===== config.mk =====
export PLATFORM = sky130hd
export DESIGN_NAME = icache
export DESIGN_NICKNAME = d
export VERILOG_FILES = /design/src/rtl/icache.sv
export SDC_FILE = /design/constraint.sdc
export NUM_CORES = 2
export LEC_CHECK = 0
export ABC_AREA = 1
export BUFFER_PORTS_ARGS = -buffer_cell sky130_fd_sc_hd__buf_2
export CAP_MARGIN = 25
export CORE_MARGIN = 2
export CORE_UTILIZATION = 50
export DETAILED_ROUTE_END_ITERATION = 6
export PLACE_DENSITY_LB_ADDON = 0.25
export SYNTH_ARGS = -nofsm -noshare
export SYNTH_HDL_FRONTEND = slang
export SYNTH_SLANG_ARGS = --single-unit

===== constraint.sdc =====
create_clock -name clk -period 4.54 [get_ports clk]
set_input_delay 0.227 -clock clk [delete_from_list [all_inputs] [get_ports clk]]
set_output_delay 0.227 -clock clk [all_outputs]
set_load 0.02 [all_outputs]

===== src/rtl/icache.sv =====
// icache: direct-mapped, read-only instruction cache in front of the fetch stage.
//
// One word-aligned fetch is handled at a time. On a hit the word comes straight
// from the flop-based line storage. On a miss the whole line is refilled from
// the memory port as a burst of single-word beats, in ascending word order.
//
// Ports:
//   clk, reset           clock and synchronous active-high reset
//   req_valid/req_ready  fetch request handshake; req_address is a byte address
//                        whose bits [1:0] are ignored
//   resp_valid/ready     response handshake; resp_data is the instruction word
//                        and resp_address echoes the request (bits [1:0] = 0)
//   invalidate           clears every line valid bit (fence.i / trap flush)
//   mem_req_*            line refill request; mem_req_address is the line base
//   mem_resp_valid/data  refill beats, accepted only while a refill is pending
module icache #(
    parameter int NUM_LINES    = 16,
    parameter int INDEX_WIDTH  = 4,
    parameter int LINE_WORDS   = 4,
    parameter int OFFSET_WIDTH = 2
) (
    input  logic        clk,
    input  logic        reset,
    input  logic        req_valid,
    output logic        req_ready,
    input  logic [31:0] req_address,
    output logic        resp_valid,
    input  logic        resp_ready,
    output logic [31:0] resp_address,
    output logic [31:0] resp_data,
    input  logic        invalidate,
    output logic        mem_req_valid,
    input  logic        mem_req_ready,
    output logic [31:0] mem_req_address,
    input  logic        mem_resp_valid,
    input  logic [31:0] mem_resp_data
);

    localparam int IDX_LSB   = 2 + OFFSET_WIDTH;
    localparam int TAG_LSB   = IDX_LSB + INDEX_WIDTH;
    localparam int TAG_WIDTH = 32 - TAG_LSB;
    localparam logic [OFFSET_WIDTH-1:0] LAST_BEAT = OFFSET_WIDTH'(LINE_WORDS - 1);

    typedef enum logic [2:0] {
        IDLE,
        LOOKUP,
        REFILL_REQ,
        REFILL_WAIT,
        RESP
    } state_t;

    state_t                  state_q, state_d;
    logic [31:0]             addr_q, addr_d;
    logic [NUM_LINES-1:0]    valid_q, valid_d;
    logic [TAG_WIDTH-1:0]    tag_q  [NUM_LINES];
    logic [TAG_WIDTH-1:0]    tag_d  [NUM_LINES];
    logic [31:0]             data_q [NUM_LINES][LINE_WORDS];
    logic [31:0]             data_d [NUM_LINES][LINE_WORDS];
    logic [OFFSET_WIDTH-1:0] beat_q, beat_d;
    logic                    poison_q, poison_d;
    logic [31:0]             resp_data_q, resp_data_d;
    logic [31:0]             resp_address_q, resp_address_d;

    logic [INDEX_WIDTH-1:0]  index;
    logic [OFFSET_WIDTH-1:0] offset;
    logic [TAG_WIDTH-1:0]    req_tag;
    logic                    hit;

    // The byte-offset bits of the fetch address carry no information.
    logic unused_addr_bits;
    assign unused_addr_bits = ^req_address[1:0];

    // All lookups use the latched request address, never the live input.
    assign index   = addr_q[TAG_LSB-1:IDX_LSB];
    assign offset  = addr_q[IDX_LSB-1:2];
    assign req_tag = addr_q[31:TAG_LSB];
    assign hit     = valid_q[index] && (tag_q[index] == req_tag);

    assign resp_data       = resp_data_q;
    assign resp_address    = resp_address_q;
    assign mem_req_address = {addr_q[31:IDX_LSB], {IDX_LSB{1'b0}}};

    always_comb begin
        state_d        = state_q;
        addr_d         = addr_q;
        valid_d        = valid_q;
        tag_d          = tag_q;
        data_d         = data_q;
        beat_d         = beat_q;
        poison_d       = poison_q;
        resp_data_d    = resp_data_q;
        resp_address_d = resp_address_q;
        req_ready      = 1'b0;
        resp_valid     = 1'b0;
        mem_req_valid  = 1'b0;

        // Invalidate wins in every state; an accepted request in the same
        // cycle therefore looks up an already-empty cache.
        if (invalidate) begin
            valid_d = '0;
        end

        unique case (state_q)
            IDLE: begin
                req_ready = 1'b1;
                if (req_valid) begin
                    addr_d   = {req_address[31:2], 2'b00};
                    poison_d = 1'b0;
                    state_d  = LOOKUP;
                end
            end
            LOOKUP: begin
                resp_address_d = addr_q;
                if (hit) begin
                    resp_data_d = data_q[index][offset];
                    state_d     = RESP;
                end else begin
                    state_d = REFILL_REQ;
                end
            end
            REFILL_REQ: begin
                mem_req_valid = 1'b1;
                if (invalidate) begin
                    poison_d = 1'b1;
                end
                if (mem_req_ready) begin
                    beat_d  = '0;
                    state_d = REFILL_WAIT;
                end
            end
            REFILL_WAIT: begin
                if (invalidate) begin
                    poison_d = 1'b1;
                end
                if (mem_resp_valid) begin
                    data_d[index][beat_q] = mem_resp_data;
                    beat_d                = beat_q + 1'b1;
                    if (beat_q == offset) begin
                        resp_data_d = mem_resp_data;
                    end
                    // A poisoned line is still written and answered from, but
                    // must not be trusted by any later lookup.
                    if (beat_q == LAST_BEAT) begin
                        tag_d[index]   = req_tag;
                        valid_d[index] = !(poison_q || invalidate);
                        state_d        = RESP;
                    end
                end
            end
            RESP: begin
                resp_valid = 1'b1;
                if (resp_ready) begin
                    state_d = IDLE;
                end
            end
            default: begin
                state_d = IDLE;
            end
        endcase
    end

    // Control and response registers; reset abandons any refill in progress.
    always_ff @(posedge clk) begin
        if (reset) begin
            state_q        <= IDLE;
            addr_q         <= '0;
            valid_q        <= '0;
            beat_q         <= '0;
            poison_q       <= 1'b0;
            resp_data_q    <= '0;
            resp_address_q <= '0;
        end else begin
            state_q        <= state_d;
            addr_q         <= addr_d;
            valid_q        <= valid_d;
            beat_q         <= beat_d;
            poison_q       <= poison_d;
            resp_data_q    <= resp_data_d;
            resp_address_q <= resp_address_d;
        end
    end

    // Tag and data storage is left unreset; the valid bits alone gate hits.
    always_ff @(posedge clk) begin
        tag_q  <= tag_d;
        data_q <= data_d;
    end

endmodule


# ---- Word level (Yosys, flattened, before mapping)
# Cells that the tools add are included.
dict set report totals {
  reg_bits 2546
  inputBits 71
  out_inout_bits 99
  elab_cells 177
}
dict set report op_classes {
  addsub 1
  order_cmp 7
  n_eq_ne 15
  n_mux 46
  n_bitwise 3
  n_reduce_logical 18
}
# cell n
set op_table {}
lappend op_table {{$bwmux 2048} 1}
lappend op_table {{$bmux 128 s4} 1}
lappend op_table {{$demux 128 s4} 1}
lappend op_table {{$bwmux 384} 1}
lappend op_table {{$mux 128} 3}
lappend op_table {{$mux 32} 6}
lappend op_table {{$bmux 24 s4} 1}
lappend op_table {{$demux 24 s4} 1}
lappend op_table {{$mux 24} 3}
lappend op_table {{$bmux 32 s2} 1}
lappend op_table {{$demux 32 s2} 1}
lappend op_table {{$mux 16} 4}
lappend op_table {{$pmux 32 s2} 1}
lappend op_table {{$eq 24x24->1} 1}
lappend op_table {{$mux 3} 6}
lappend op_table {{$bwmux 16} 1}
lappend op_table {{$pmux 3 s5} 1}
lappend op_table {{$ne 2x2->1 const B} 7}
lappend op_table {{$reduce_and 3->1} 3}
lappend op_table {{$mux 1} 7}
lappend op_table {{$eq 3x2->1 const B} 2}
lappend op_table {{$ge 3x3->1 const B} 2}
lappend op_table {{$not 2->3} 2}
lappend op_table {{$reduce_bool 2->1} 3}
lappend op_table {{other kinds (25)} 30}

# ---- Logic depth before layout (Yosys ltp)
dict set report depth {
  ltp_word 9
  depth_mapped 23
  mapped_depth_nobuf 19
}

# ---- Least setup slack after synthesis
# No wires, ideal clock.
dict set report synth_timing {
  path_kind {register to register}
  start {reg addr_q[4] (netlist name)}
  end {reg data_q[1152] in the netlist's numbering (enable)}
  setup_time_ns 0.423
  arrival_ns 3.060
  required_time_ns 4.117
  path_slack_ns 1.057
  stages_incl_launch_ff 11
  path_buffers 5
  synth_period_minus_slack_ns 3.483
  cell_sequence {dfxtp_1 > buf_4 > nor2_4 > buf_2 > buf_4 > buf_2 > buf_2 > inv_1 > nor2_1 > inv_1 > nor2_1}
}
# item line
set synth_lines {}
lappend synth_lines {{end signal, assigned} 186} ;# data_q <= data_d;
lappend synth_lines {{end, declared} 57} ;# logic [31:0] data_q [NUM_LINES][LINE_WORDS];

# ---- Final worst setup path
dict set report layout_timing {
  start {reg addr_q[5]}
  end {reg state_q[1]}
}
dict set report layout_via {
  elab_chain_cells 8
  word_cells_on_any_way 10
}
# item line
set layout_lines {}
lappend layout_lines {{start, declared} 53} ;# logic [31:0] addr_q, addr_d;
lappend layout_lines {{start signal, assigned} 174} ;# addr_q <= addr_d;
lappend layout_lines {{$not 4->5 (not written as such)} 77} ;# assign hit = valid_q[index] && (tag_q[index] == req_tag);
lappend layout_lines {{$bmux 24 s4} 77}
lappend layout_lines {{$mux 24 (not written as such) (2 in a row)} 77}
lappend layout_lines {{$eq 24x24->1} 77}
lappend layout_lines {{$logic_and 1x1->1 *} 77}
lappend layout_lines {{$mux 3 *} 114} ;# if (hit) begin
lappend layout_lines {{$pmux 3 s5 *} 103} ;# unique case (state_q)
lappend layout_lines {{end signal, assigned} 173} ;# state_q <= state_d;
lappend layout_lines {{end, declared} 52} ;# state_t state_q, state_d;
# Mark *: on every way between the ends. The rest lies on a longest branch, timed or not. The select of a mux whose other input is x is not followed.
# A chain may end at the register's enable or synchronous reset.

==> results by group <==
Global routing
  • GR Overflow Total: 0
  • Global-route usage over all layers: 0.2860
  • Met2 Use GR: 0.4506
  • Number of global-route vias before repair: just under 60k
  • GR met3 Demand/Resource: 0.05421
  • Global-route wire length before repair: roughly 410000 um
  • Largest net degree at the start of global routing: 130
  • GRT met1 Usage: 0.3876
  • Initial antenna violation count: 6
  • Most Crowded Layer GR: met2

Clock tree
  • Clk root buf: clkbuf_16
  • # resized after CTS: 0
  • Worst skew pair latency: 0.92 ns
  • Clock Sinks: 2546
  • Clock tree buffer depth: 4
  • Htree depth: 5
  • CTS tree: done
  • TritonCTS Buffers: about 270
  • Clk pin slew, worst setup/hold paths: around 0.060 ns

Timing
  • Slew margin rel.: 0.1752
  • Tightest Pin Transition: 1.236 ns
  • Maximum clock frequency: about 240 MHz
  • Final TNS setup: 0 ns
  • Crit path time final: 4.152 ns
  • Final Setup Violations: 0
  • Worst Skew: slightly below 0.07 ns
  • Final period utilization: 0.9146
  • Final hold vios: 0
  • RSZ-0062 raised after global routing: false
  • Final setup margin: 0.3875 ns
  • Final max-slew violation count: 0

Detailed routing
  • Via density: ~6.2
  • Via count: 60.66k
  • ANT nets after route: 0
  • Iter 0 DRT Violations: 7907
  • Drt first pass iters: 6
  • Mean routed wirelength per cell: approximately 29 um
  • Total Wirelength: 286000 um
  • DRC: 0

Floorplanning
  • Die W: 443.3 um
  • # rows: roughly 160
  • Core area: between 150000 and 200000 um2
  • DIE AREA: 196500 um2
  • Initial Utilization: 0.5020
  • Die H: around 440 um
  • I/O pin count: 170

Final layout
  • Core Util, Final: 0.5811
  • Multi-input logic area: ~19000 um2
  • Syn-to-layout area delta: 15.75%
  • Register area: between 70000 and 80000 um2
  • Final Net Count: about 7.1k
  • Filler Cell Count: approximately 15k
  • Share of cells above drive strength 1: 0.1314

Yosys
  • Mapped cell area: 96480 um2
  • Yosys warning total: 0
  • Synth Instances: ~6.7k
  • Unique masters post-synth: 36
  • Synth Register Bits: 2546
  • Mean Syn Cell Area: around 14 um2
  • Register area share after synthesis: 0.7806

Placed design
  • Pre-CTS setup slack: 0.6485 ns
  • DP Wirelength: about 160000 um
  • GPL Wtd Cong: 0.8313
  • IO Port Bufs: about 160

Worst hold path
  • Hold Crit Class: input pin to flip-flop

Setup path
  • CP max FO: 70
  • Crit path DAT: between 4 and 5 ns
  • Crit path required time: approximately 5.3 ns
  • Crit Path Class: flip-flop to flip-flop
  • CP Launch Type: flip-flop
  • Critical Path End Type: flip-flop

Pwr
  • Leakage: about 0.037 uW
  • Total chip power: about 57000 uW
  • Maximum vdd drop: approximately 0.44 mV
  • PD cells: just over 500 nW/um2

Status
  • Status: complete, no violations

Job
  • MaxCap Viol Count: 0
## worst max-delay path, cell delays in order, from the launching register on
cell	delay, ns
dfxtp_2	0.36
buf_4	0.42
nand2_2	0.24
inv_8	0.47
nand2_1	0.09
nand3_1	0.11
nand2_1	0.05
nand2_1	0.11
o21ai_0	0.09
nand2_1	0.11
nand2_1	0.06
nor2_1	0.21
nand2_1	0.13
nor2_1	0.14
nand2_1	0.19
nand2_2	0.14
buf_12	0.24
nand2_1	0.08
nand2_1	0.07
a21oi_1	0.06
dlygate4sd3_1	0.59
## sequential cells by signal (all words and copies together) (netlist names)
signal and flops:
data_q 2048, tag_q 384, resp_data 32, addr_q 30, poison_q 1, valid_q 16, state_q 3, beat_q 2
resp_address 30
## final timing paths
path                            cells past startpoint              start            end  slack (ns)
worst max register to register                     20          addr_q[5]     state_q[1]        0.39
worst min register to register                      2      resp_data[26]  resp_data[26]        0.48
worst min-delay path                                2  mem_resp_data[29]   data_q[1373]       0.002
worst max-delay path                               20          addr_q[5]     state_q[1]        0.39
## layer usage
layer,share of wire,vias up
li1,-,26070
met1,0.38,30442
met2,0.47,3510
met3,0.10,636
met4,0.051,6
met5,0.00040,-
## cell families after synthesis
family | synth area share
fa+ha+maj | 0.0005188
simple gates | 0.07564
flops | 0.7806
compound gates | 0.1162
buf+inv | 0.02446
mux | 0.002490
other cells | 0.00003887
## where the power goes
group,internal [uW],switching (uW)
combinational,2780,6690
clock,12400,8770
sequential,26100,374
## synthesized netlist by cell type
| cell type | n | area share |
|---|---|---|
| nor2_4 | 1 | 0.00012 |
| a211oi_1 | 13 | 0.0010 |
| inv_4 | 1 | 0.000065 |
| or2_1 | 1 | 0.000065 |
| nor2_2 | 3 | 0.00019 |
| a221oi_1 | 1 | 0.000091 |
| nor2_1 | 226 | 0.0088 |
| a21oi_1 | 597 | 0.031 |
| a2bb2oi_1 | 1 | 0.000091 |
| o21ai_0 | 77 | 0.0040 |
| nand2_2 | 1 | 0.000065 |
| nor4_1 | 1 | 0.000065 |
| buf_2 | 156 | 0.0081 |
| a22oi_1 | 1003 | 0.078 |
| a31oi_1 | 6 | 0.00039 |
| a21boi_1 | 1 | 0.000078 |
| o21ai_1 | 20 | 0.0010 |
| o22ai_1 | 2 | 0.00013 |
| nand3_1 | 140 | 0.0073 |
| mux2i_1 | 24 | 0.0025 |
| inv_1 | 70 | 0.0027 |
| nand2_1 | 1328 | 0.052 |
| buf_4 | 45 | 0.0035 |
| edfxtp_1 | 2432 | 0.76 |
| clkinv_1 | 2 | 0.000078 |
| ha_1 | 4 | 0.00052 |
| nand4_1 | 14 | 0.00091 |
| inv_2 | 4 | 0.00016 |
| conb_1 | 1 | 0.000039 |
| or2_2 | 11 | 0.00071 |
| dfxtp_1 | 114 | 0.024 |
| nor3_1 | 110 | 0.0057 |
| o31ai_1 | 5 | 0.00039 |
| nor3b_1 | 1 | 0.000078 |
| buf_1 | 58 | 0.0023 |
| clkbuf_1 | 195 | 0.0076 |
## layout by cell type (no fill, tap or decap), types with 3 or more instances in the layout
cell type / count
ha_1: 4
or2_2: 11
nor2_4: 86
nand4_1: 14
o21ai_1: 20
nand2_1: 1326
a31oi_1: 6
o21ai_0: 77
dlygate4sd3_1: 64
conb_1: 6
a22oi_1: 1003
clkbuf_8: 5
a211oi_1: 13
o31ai_1: 5
buf_12: 96
nor2_1: 144
diode_2: 3
mux2i_1: 24
clkinv_2: 38
inv_2: 4
clkbuf_16: 282
dfxtp_1: 110
clkinvlp_4: 4
inv_1: 65
nor3_1: 108
clkinv_1: 52
a21oi_1: 597
clkbuf_1: 61
bufinv_16: 17
edfxtp_1: 2432
inv_4: 5
buf_4: 223
nand3_1: 140
buf_2: 161
## area by class of cell
cell class / instances / share of cell area
repair buffers: 544 / 0.04515
clock buffers: 348 / 0.06586
multi-input cells: 3598 / 0.1746
flip-flops and latches: 2546 / 0.6745
well taps: 2526 / 0.02830
clock inverters: 115 / 0.008761
diodes: 3 / 0.00006722
inverters: 77 / 0.002790
## repair_timing
| action | CTS | global route |
|---|---|---|
| setup buffers | 0 | 0 |
| endpoints found under the setup margin | 0 | 1 |
| endpoints found under the hold margin | 576 | 0 |
| hold buffers | 64 | 0 |
## metrics by stage
step	cell area [um2]	std cells	hold WS (ns)
after floorplan	96500	6674	0.3259
after global placement	102600	9223	0.4521
after detailed placement	102600	9224	0.4602
after CTS	111600	9751	0.0002097
after global routing	111700	9755	0.02246
final	111700	9757	0.002401
No activity file was read; power rests on OpenSTA's default activity.
